### src/rtl/sd_cmd_tx_if.sv
// Command-side bus of the SPI-mode SD command transmitter.
// The controller drives request fields and the SCLK falling-edge strobe.
interface sd_cmd_tx_if;
  logic        start;
  logic [5:0]  cmd;
  logic [31:0] arg;
  logic        sclkEn;
  logic        DI;
  logic        csN;
  logic        busy;
  logic        isCmdFinish;

  modport master (
    output start, cmd, arg, sclkEn,
    input  DI, csN, busy, isCmdFinish
  );

  modport slave (
    input  start, cmd, arg, sclkEn,
    output DI, csN, busy, isCmdFinish
  );
endinterface

### src/rtl/sd_cmd_tx.sv
// SPI-mode SD command transmitter: shifts a 48-bit command frame out on DI,
// framed by idle ones, one bit per SCLK falling-edge strobe.
module sd_cmd_tx #(
  parameter int PRE_BITS  = 8,
  parameter int POST_BITS = 8
) (
  input  logic         clk,
  input  logic         reset,
  sd_cmd_tx_if.slave   bus
);

  typedef enum logic [2:0] {IDLE, PRE, FRAME, POST, FIN} state_t;

  localparam logic [7:0] PRE_LAST   = 8'(PRE_BITS - 1);
  localparam logic [7:0] POST_LAST  = 8'(POST_BITS - 1);
  localparam logic [7:0] FRAME_LAST = 8'd47;

  state_t      r_state;
  logic [7:0]  r_bitCnt;
  logic [47:0] r_frame;
  logic        r_di;
  logic        r_csN;
  logic        r_busy;
  logic        r_finish;

  logic [39:0] w_crcMsg;
  logic [6:0]  w_crc;
  logic [47:0] w_loadFrame;

  // CRC7 (x^7 + x^3 + 1) over the 40 header bits, MSB first, computed at load.
  function automatic logic [6:0] crc7(input logic [39:0] d);
    logic [6:0] c;
    logic       fb;
    c = 7'd0;
    for (int i = 39; i >= 0; i--) begin
      fb = d[i] ^ c[6];
      c  = {c[5:0], 1'b0};
      if (fb) c = c ^ 7'h09;
    end
    return c;
  endfunction

  assign w_crcMsg    = {2'b01, bus.cmd, bus.arg};
  assign w_crc       = crc7(w_crcMsg);
  assign w_loadFrame = {w_crcMsg, w_crc, 1'b1};

  always_ff @(posedge clk or posedge reset) begin
    if (reset) begin
      r_state  <= IDLE;
      r_bitCnt <= 8'd0;
      r_frame  <= 48'd0;
      r_di     <= 1'b1;
      r_csN    <= 1'b1;
      r_busy   <= 1'b0;
      r_finish <= 1'b0;
    end else begin
      r_finish <= 1'b0;
      case (r_state)
        IDLE: begin
          r_di     <= 1'b1;
          r_csN    <= 1'b1;
          r_busy   <= 1'b0;
          r_bitCnt <= 8'd0;
          if (bus.start) begin
            r_frame <= w_loadFrame;
            r_busy  <= 1'b1;
            r_csN   <= 1'b0;
            r_state <= (PRE_BITS == 0) ? FRAME : PRE;
          end
        end
        PRE: begin
          if (bus.sclkEn) begin
            r_di <= 1'b1;
            if (r_bitCnt == PRE_LAST) begin
              r_bitCnt <= 8'd0;
              r_state  <= FRAME;
            end else begin
              r_bitCnt <= r_bitCnt + 8'd1;
            end
          end
        end
        FRAME: begin
          if (bus.sclkEn) begin
            r_di    <= r_frame[47];
            r_frame <= {r_frame[46:0], 1'b0};
            if (r_bitCnt == FRAME_LAST) begin
              r_bitCnt <= 8'd0;
              r_state  <= (POST_BITS == 0) ? FIN : POST;
            end else begin
              r_bitCnt <= r_bitCnt + 8'd1;
            end
          end
        end
        POST: begin
          if (bus.sclkEn) begin
            r_di <= 1'b1;
            if (r_bitCnt == POST_LAST) begin
              r_bitCnt <= 8'd0;
              r_state  <= FIN;
            end else begin
              r_bitCnt <= r_bitCnt + 8'd1;
            end
          end
        end
        FIN: begin
          // One extra strobe so the final bit is held for a full SCLK period.
          if (bus.sclkEn) begin
            r_finish <= 1'b1;
            r_busy   <= 1'b0;
            r_csN    <= 1'b1;
            r_di     <= 1'b1;
            r_state  <= IDLE;
          end
        end
        default: r_state <= IDLE;
      endcase
    end
  end

  assign bus.DI          = r_di;
  assign bus.csN         = r_csN;
  assign bus.busy        = r_busy;
  assign bus.isCmdFinish = r_finish;

endmodule

### src/flat_wrapper.sv
// flat-port wrapper written by rule: the top's interface ports become plain ports
module sd_cmd_tx_flat 
#(
  parameter int PRE_BITS  = 8,
  parameter int POST_BITS = 8
)
  (clk, reset, bus_start, bus_cmd, bus_arg, bus_sclkEn, bus_DI, bus_csN, bus_busy, bus_isCmdFinish);
  sd_cmd_tx_if bus_i ();
  input  logic clk;
  input  logic reset;
  input wire logic [$bits(bus_i.start)-1:0] bus_start;
  input wire logic [$bits(bus_i.cmd)-1:0] bus_cmd;
  input wire logic [$bits(bus_i.arg)-1:0] bus_arg;
  input wire logic [$bits(bus_i.sclkEn)-1:0] bus_sclkEn;
  output wire logic [$bits(bus_i.DI)-1:0] bus_DI;
  output wire logic [$bits(bus_i.csN)-1:0] bus_csN;
  output wire logic [$bits(bus_i.busy)-1:0] bus_busy;
  output wire logic [$bits(bus_i.isCmdFinish)-1:0] bus_isCmdFinish;
  assign bus_i.start = bus_start;
  assign bus_i.cmd = bus_cmd;
  assign bus_i.arg = bus_arg;
  assign bus_i.sclkEn = bus_sclkEn;
  assign bus_DI = bus_i.DI;
  assign bus_csN = bus_i.csN;
  assign bus_busy = bus_i.busy;
  assign bus_isCmdFinish = bus_i.isCmdFinish;
  sd_cmd_tx #(.PRE_BITS(PRE_BITS), .POST_BITS(POST_BITS)) u_core (.clk(clk), .reset(reset), .bus(bus_i));
endmodule
### config.mk
export PLATFORM = sky130hd
export DESIGN_NAME = sd_cmd_tx_flat
export DESIGN_NICKNAME = d
export VERILOG_FILES = /design/src/rtl/sd_cmd_tx_if.sv /design/src/rtl/sd_cmd_tx.sv /design/src/flat_wrapper.sv
export SDC_FILE = /design/constraint.sdc
export NUM_CORES = 1
export LEC_CHECK = 0
export ABC_AREA = 1
export CORE_MARGIN = 2
export CORE_UTILIZATION = 52
export DETAILED_ROUTE_END_ITERATION = 8
export PLACE_DENSITY = 0.77
export SYNTH_ARGS = -nofsm -noshare
export SYNTH_HDL_FRONTEND = slang
export SYNTH_SLANG_ARGS = --single-unit
### constraint.sdc
create_clock -name clk -period 2 [get_ports clk]
set_clock_uncertainty 0.2 [all_clocks]
set_input_delay 0.3 -clock clk [delete_from_list [all_inputs] [get_ports clk]]
set_output_delay 0.3 -clock clk [all_outputs]
set_load 0.01 [all_outputs]
=== After elaboration in Yosys (flattened, before gate mapping) ===
Index checks and enable logic that the tools add are counted.

* Flip-flop bits (word level): 63
* Output and inout bits: 4
* Logic and storage cells: 175
* Input port bits: 42

* Equal/unequal tests: 16
* Bitwise operators: 74
* Reductions and logical operators: 12
* Mux-type cells: 65
* Add/subtract/negate cells: 1

{| class="wikitable"
|+ Operator list
! kind !! count
|-
| two-way mux 4 bit || 38
|-
| two-way mux 48 bit || 2
|-
| case mux 48 bit (2 select lines) || 1
|-
| inverter 2 bit || 37
|-
| XOR 1 bit || 34
|-
| two-way mux 8 bit || 4
|-
| two-way mux 3 bit || 8
|-
| case mux 8 bit (3 select lines) || 1
|-
| case mux 3 bit (5 select lines) || 1
|-
| inequality test 2 x 1 -> 1 bit, second input constant || 5
|-
| inequality test 2 bit, second input constant || 5
|-
| AND reduction 3 bit || 3
|-
| adder 8 x 1 -> 8 bit, second input constant || 1
|-
| == test 8 x 3 -> 1 bit, second input constant || 1
|-
| == test 8 x 6 -> 1 bit, second input constant || 1
|-
| AND reduction 8 bit || 1
|-
| two-way mux 1 bit || 7
|-
| == test 3 x 2 -> 1 bit, second input constant || 2
|-
| nonzero test 3 bit || 2
|-
| case mux 1 bit (2 select lines) || 2
|-
| nonzero test 2 bit || 2
|-
| == test 3 x 1 -> 1 bit, second input constant || 1
|-
| == test 3 bit, second input constant || 1
|-
| logical NOT 3 bit || 1
|-
| 5 further kinds || 7
|}

=== Longest topological paths before layout ===
* Word-level depth: 77
* Mapped depth: 28
* Gate-level depth less buffers: 28

=== Worst setup path after synthesis ===
Ideal clock, no wire load.

* Path type: input port to flip-flop
* Start point: input bus_cmd[4]
* End point: register u_core.r_frame[7]
* Data required time: 1.679 ns
* Data arrival time: 1.968 ns
* Library setup time: 0.121 ns
* Slack: -0.288 ns
* Cell stages on the path: 23
* Buffers on the path: 0
* Path through: nand2_1 > inv_1 > nor2_1 > nand2_2 > nand2_1 > nand2_1 > nand2_1 > nand2_1 > nand2_1 > nand2_1 > nand2_1 > nand2_2 > nand2_2 > nand3_1 > nand2_2 > inv_2 > nand2_1 > nand2_1 > nand2_1 > nand2_1 > xor2_1 > o21ai_1 > nand2_1

* Longest elaborated chain between the ends: 28
* Elaborated cells between the ends (all ways): 70
* Those cells by class: mux: 36; bitwise: 34

{| class="wikitable"
|+ RTL lines
! element !! RTL line !! text
|-
| from (decl) || flat_wrapper.sv:12 || <nowiki>input wire logic [$bits(bus_i.cmd)-1:0] bus_cmd;</nowiki>
|-
| XOR 1 bit * || sd_cmd_tx.sv:36 || <nowiki>fb = d[i] ^ c[6];</nowiki>
|-
| two-way mux 4 bit * || sd_cmd_tx.sv:38 || <nowiki>if (fb) c = c ^ 7'h09;</nowiki>
|-
| XOR 1 bit / two-way mux 4 bit (equally long branches) || sd_cmd_tx.sv:36, sd_cmd_tx.sv:38 ||
|-
| two-way mux 4 bit || sd_cmd_tx.sv:38 ||
|-
| XOR 1 bit, or another cell as far along || sd_cmd_tx.sv:36 ||
|-
| two-way mux 4 bit || sd_cmd_tx.sv:38 ||
|-
| XOR 1 bit, or another cell as far along || sd_cmd_tx.sv:36 ||
|-
| two-way mux 4 bit || sd_cmd_tx.sv:38 ||
|-
| [... 12 more ...] || -- ||
|-
| XOR 1 bit, or another cell as far along || sd_cmd_tx.sv:36 ||
|-
| two-way mux 4 bit || sd_cmd_tx.sv:38 ||
|-
| two-way mux 4 bit, or another cell as far along || sd_cmd_tx.sv:38 ||
|-
| two-way mux 4 bit || sd_cmd_tx.sv:38 ||
|-
| inverter 2 bit (no source line) / XOR 1 bit (equally long branches) || -- ||
|-
| two-way mux 4 bit * || sd_cmd_tx.sv:38 ||
|-
| two-way mux 48 bit * || sd_cmd_tx.sv:64 || <nowiki>if (bus.start) begin</nowiki>
|-
| case mux 48 bit (2 select lines) * || sd_cmd_tx.sv:58 || <nowiki>case (r_state)</nowiki>
|-
| to (signal assigned) || sd_cmd_tx.sv:65 || <nowiki>r_frame <= w_loadFrame;</nowiki>
|-
| to (signal assigned) || sd_cmd_tx.sv:85 || <nowiki>r_frame <= {r_frame[46:0], 1'b0};</nowiki>
|-
| to (decl) || sd_cmd_tx.sv:20 || <nowiki>logic [47:0] r_frame;</nowiki>
|}

Mark *: on every way between the ends. The rest lies on a longest branch, timed or not. The select of a mux whose other input is x is not followed.
A chain may end at the register's enable or synchronous reset.

=== Final worst setup path ===
* Start point: input bus_cmd[5]
* End point: register u_core.r_frame[5]

* Longest elaborated chain between the ends: 31
* Elaborated cells between the ends (all ways): 76
* Those cells by class: mux: 39; bitwise: 37

{| class="wikitable"
|+ RTL lines
! element !! RTL line
|-
| two-way mux 4 bit * || sd_cmd_tx.sv:38
|-
| XOR 1 bit / two-way mux 4 bit (equally long branches) || sd_cmd_tx.sv:36, sd_cmd_tx.sv:38
|-
| two-way mux 4 bit || sd_cmd_tx.sv:38
|-
| XOR 1 bit, or another cell as far along || sd_cmd_tx.sv:36
|-
| two-way mux 4 bit || sd_cmd_tx.sv:38
|-
| XOR 1 bit, or another cell as far along || sd_cmd_tx.sv:36
|-
| two-way mux 4 bit || sd_cmd_tx.sv:38
|-
| two-way mux 4 bit, or another cell as far along || sd_cmd_tx.sv:38
|-
| [... 15 more ...] || --
|-
| XOR 1 bit, or another cell as far along || sd_cmd_tx.sv:36
|-
| two-way mux 4 bit || sd_cmd_tx.sv:38
|-
| two-way mux 4 bit, or another cell as far along || sd_cmd_tx.sv:38
|-
| two-way mux 4 bit || sd_cmd_tx.sv:38
|-
| inverter 2 bit (no source line) / XOR 1 bit (equally long branches) || --
|-
| two-way mux 4 bit * || sd_cmd_tx.sv:38
|-
| two-way mux 48 bit * || sd_cmd_tx.sv:64
|-
| case mux 48 bit (2 select lines) * || sd_cmd_tx.sv:58
|}

Marked as above.

==> results.ini <==
[setup_path]
crit_slowest_cell = nor2_1
worstSetupEndpointType = flip-flop
critPathKind = input port to flip-flop
path_common_cell = nand2_2
start_kind = input port
slowest_delay_ns = 0.19
arrival_ns = 2.74
critPathRequiredTime_ns = 2.10
cp_max_fo = 4

[yosys]
synth-seq-cells = 63
synth.largest_area_cell = dfrtp_1
yosysSeqAreaShare_pct = 35.7
synth_ff_type = dfrtp_1
synth_cell_type_count = 32
synth_top_family_by_area = simple AND/OR/NAND/NOR gates
synth_cells = 663
yosysWarnings = 0
netlist_top_cells_count = 224 x nand2_1, 92 x inv_1, 61 x dfrtp_1
synth.most_common_cell = nand2_1
async_flop_share_pct = 100
synth_fp_nets = 706
synth-compound-area-share_pct = 15.0
synth_enable_flop_cells = 0
synthAdderAreaFrac_pct = 0.283
yosys.area_share.simple_pct = 33.8
synthMuxAreaShare_pct = 0
synth.area.top_cells = dfrtp_1 35%, nand2_1 19%, inv_1 7.8%
synth_top_area_share_pct = 34.5
syn_area_per_cell_um2 = 6.67
synth-xor-area-share_pct = 4.10
syn_area_um2 = 4420

[sta]
tightest_slew_ns = 0.379
period_share_pct = 132
rsz0062_at_grt = yes
slew_viol_final = 0
finalSetupViolCount = 7
hold_viol = 0
worst_slack_ns = -0.649
max_freq_mhz = 378
fin_crit_ns = 2.65
relSlewSlack_pct = 74.7

[detailed_routing]
avgRoutedWirePerCell_um = 15.5
wirelength_um = 13200
dr.pass1.iters = 5
vias = 4705
ant_nets = 0
drc_errors = 0
drtIter0Drc = 262
routed_via_density = 5.54

[power]
switching_share_pct = 45.6
p_sw_mw = 3.65
p_seq_share_pct = 25.7
worst_ir_drop_vdd_mv = 0.690
power.density_nw_per_um2 = 1250
power.internal_mw = 4.35
p_comb_share_pct = 58.9
clkPwrFrac_pct = 15.4
p_leak_nw = 3.19

[floorplanning]
die_h_um = 96.2
die_w_um = 96.2
coreArea_um2 = 8220
die-area_um2 = 9260
start_util_pct = 53.8
ios = 46
core.rowCount = 33

[cts]
clockBufferDepth = 2
clock-sinks = 63
cts_tree = done
htree_levels = 3
cts_buffers = 9
cts_root_buffer = clkbuf_8
clk_pin_slew_worst_paths_ns = 0.08
clock_latency_ns = 0.35

[global_route]
gr-total-overflow = 0
track_usage_pct = 26.4
grt_start_max_net_pins = 64
grt_pass1_vias = 4557
grt_pass1_wl_um = 19400
antenna_found_initial = 0

[place]
hpwlAfterDp_um = 7760
placed_area_um2 = 5490
portBuffers = 45
gp_congestion = 0.869
post-place-cells = 823

[finish]
fin_cells = 850
layout-drive-gt1-share_pct = 36.4
antenna_cells = 0
design_area_um2 = 6410
nNetsFinal = 783
area_growth_pct = 45.0

[job]
cap_violations = 0

[status]
violations = setup timing
status = finished with violations

[hold_path]
hold_class = input port to flip-flop

==> per-stage QoR <==
step,hold WS (ns),total power [mW],setup WS [ns],setup TNS [ns],util (%)
finish,0.0825,8.00,-0.649,-3.95,78.0
floorplan,0.209,4.75,-0.256,-3.21,-
global route,0.109,8.64,-0.761,-6.50,78.0
detailed placement,0.264,5.76,-1.27,-8.40,66.8
CTS,0.150,7.22,-0.418,-2.55,73.3
global placement,0.256,5.59,-1.20,-7.86,66.8
==> flip-flops by register name, summed over array words and instances (netlist names) <==
signal and flops:
u_core.bus.DI 1, u_core.bus.busy 1, u_core.bus.csN 1, u_core.bus.isCmdFinish 1
u_core.r_bitCnt 8, u_core.r_frame 48, u_core.r_state 3
==> timing repair <==
action	in CTS	in global routing
endpoints found under the hold margin	0	0
endpoints found under the setup margin	7	47
hold buffers	0	0
setup buffers	7	6
gates resized for setup	135	98
cloned	0	2
pin swaps	67	59
==> cell families (layout without fill, tap and decap cells) <==
logic type / count (synthesis) / in the layout
AO/OA/AOI/OAI: 111 / 111
buffers and inverters: 130 / 212
adder cells (fa/ha/maj): 1 / 1
XOR/XNOR: 16 / 16
AND/OR/NAND/NOR: 342 / 342
flip-flops: 63 / 63
==> placed cells by master (no fill, tap or decap), types with 9 or more instances in the layout <==
cell	netlist	routed
clkbuf_8	0	9
o21ai_0	49	48
a21oi_1	12	12
nand3_2	4	15
buf_4	0	25
clkdlybuf4s50_1	0	27
nand3_1	41	21
nand2_2	30	74
nand2_4	4	49
o211ai_1	36	36
inv_2	18	20
inv_1	92	80
buf_6	0	10
nor2_1	31	23
dfrtp_1	61	60
nand3_4	0	9
nand2_1	224	133
==> area by class of cell <==
cell class                      instances  area, um^2
Timing Repair Buffer                   84         885
Fill cell                             538        1810
Multi-Input combinational cell        470        3110
Tap cell                              105         131
Clock buffer                           10         128
Sequential cell                        63        1580
Inverter                              112         492
Clock inverter                          6        85.1
==> path summary, 6_finish.rpt <==
| path | end | slack, ns | startpoint | cells past startpoint |
|---|---|---|---|---|
| max reg2reg | u_core.r_frame[36] | 0.04 | u_core.r_state[2] | 11 |
| min in group asynchronous | u_core.r_bitCnt[1] | 0.18 | reset | 3 |
| min | u_core.r_frame[39] | 0.08 | bus_arg[31] | 3 |
| max | u_core.r_frame[5] | -0.65 | bus_cmd[5] | 26 |
| max in group asynchronous | u_core.bus.DI | 1.11 | reset | 3 |
| min reg2reg | u_core.r_frame[46] | 0.28 | u_core.r_frame[46] | 2 |
==> per-layer routing <==
layer  GRT usage, %  vias to the layer above  routed length [um]
met2           47.7                      168                6890
met1           30.5                     2241                5200
met3           4.78                       48                 601
met4           10.7                        0                 493
met5              0                        -                   0
li1               -                     2248                   -
==> critical path: cells and delay by family <==
family	cells	cell delay, ns
buffers and inverters	5	0.51
and+or+nand+nor	20	1.75
xor gates and xnor gates	1	0.19
==> power by group through the flow <==
stage / clock network, mW / registers [mW] / logic, mW
global placement: 0 / 2.05 / 3.54
global route: 1.31 / 2.11 / 5.21
floorplan: 0 / 2.03 / 2.72
finish: 1.23 / 2.06 / 4.71
CTS: 1.25 / 2.05 / 3.93
detailed placement: 0 / 2.07 / 3.69
No activity file was read; power rests on OpenSTA's default activity.
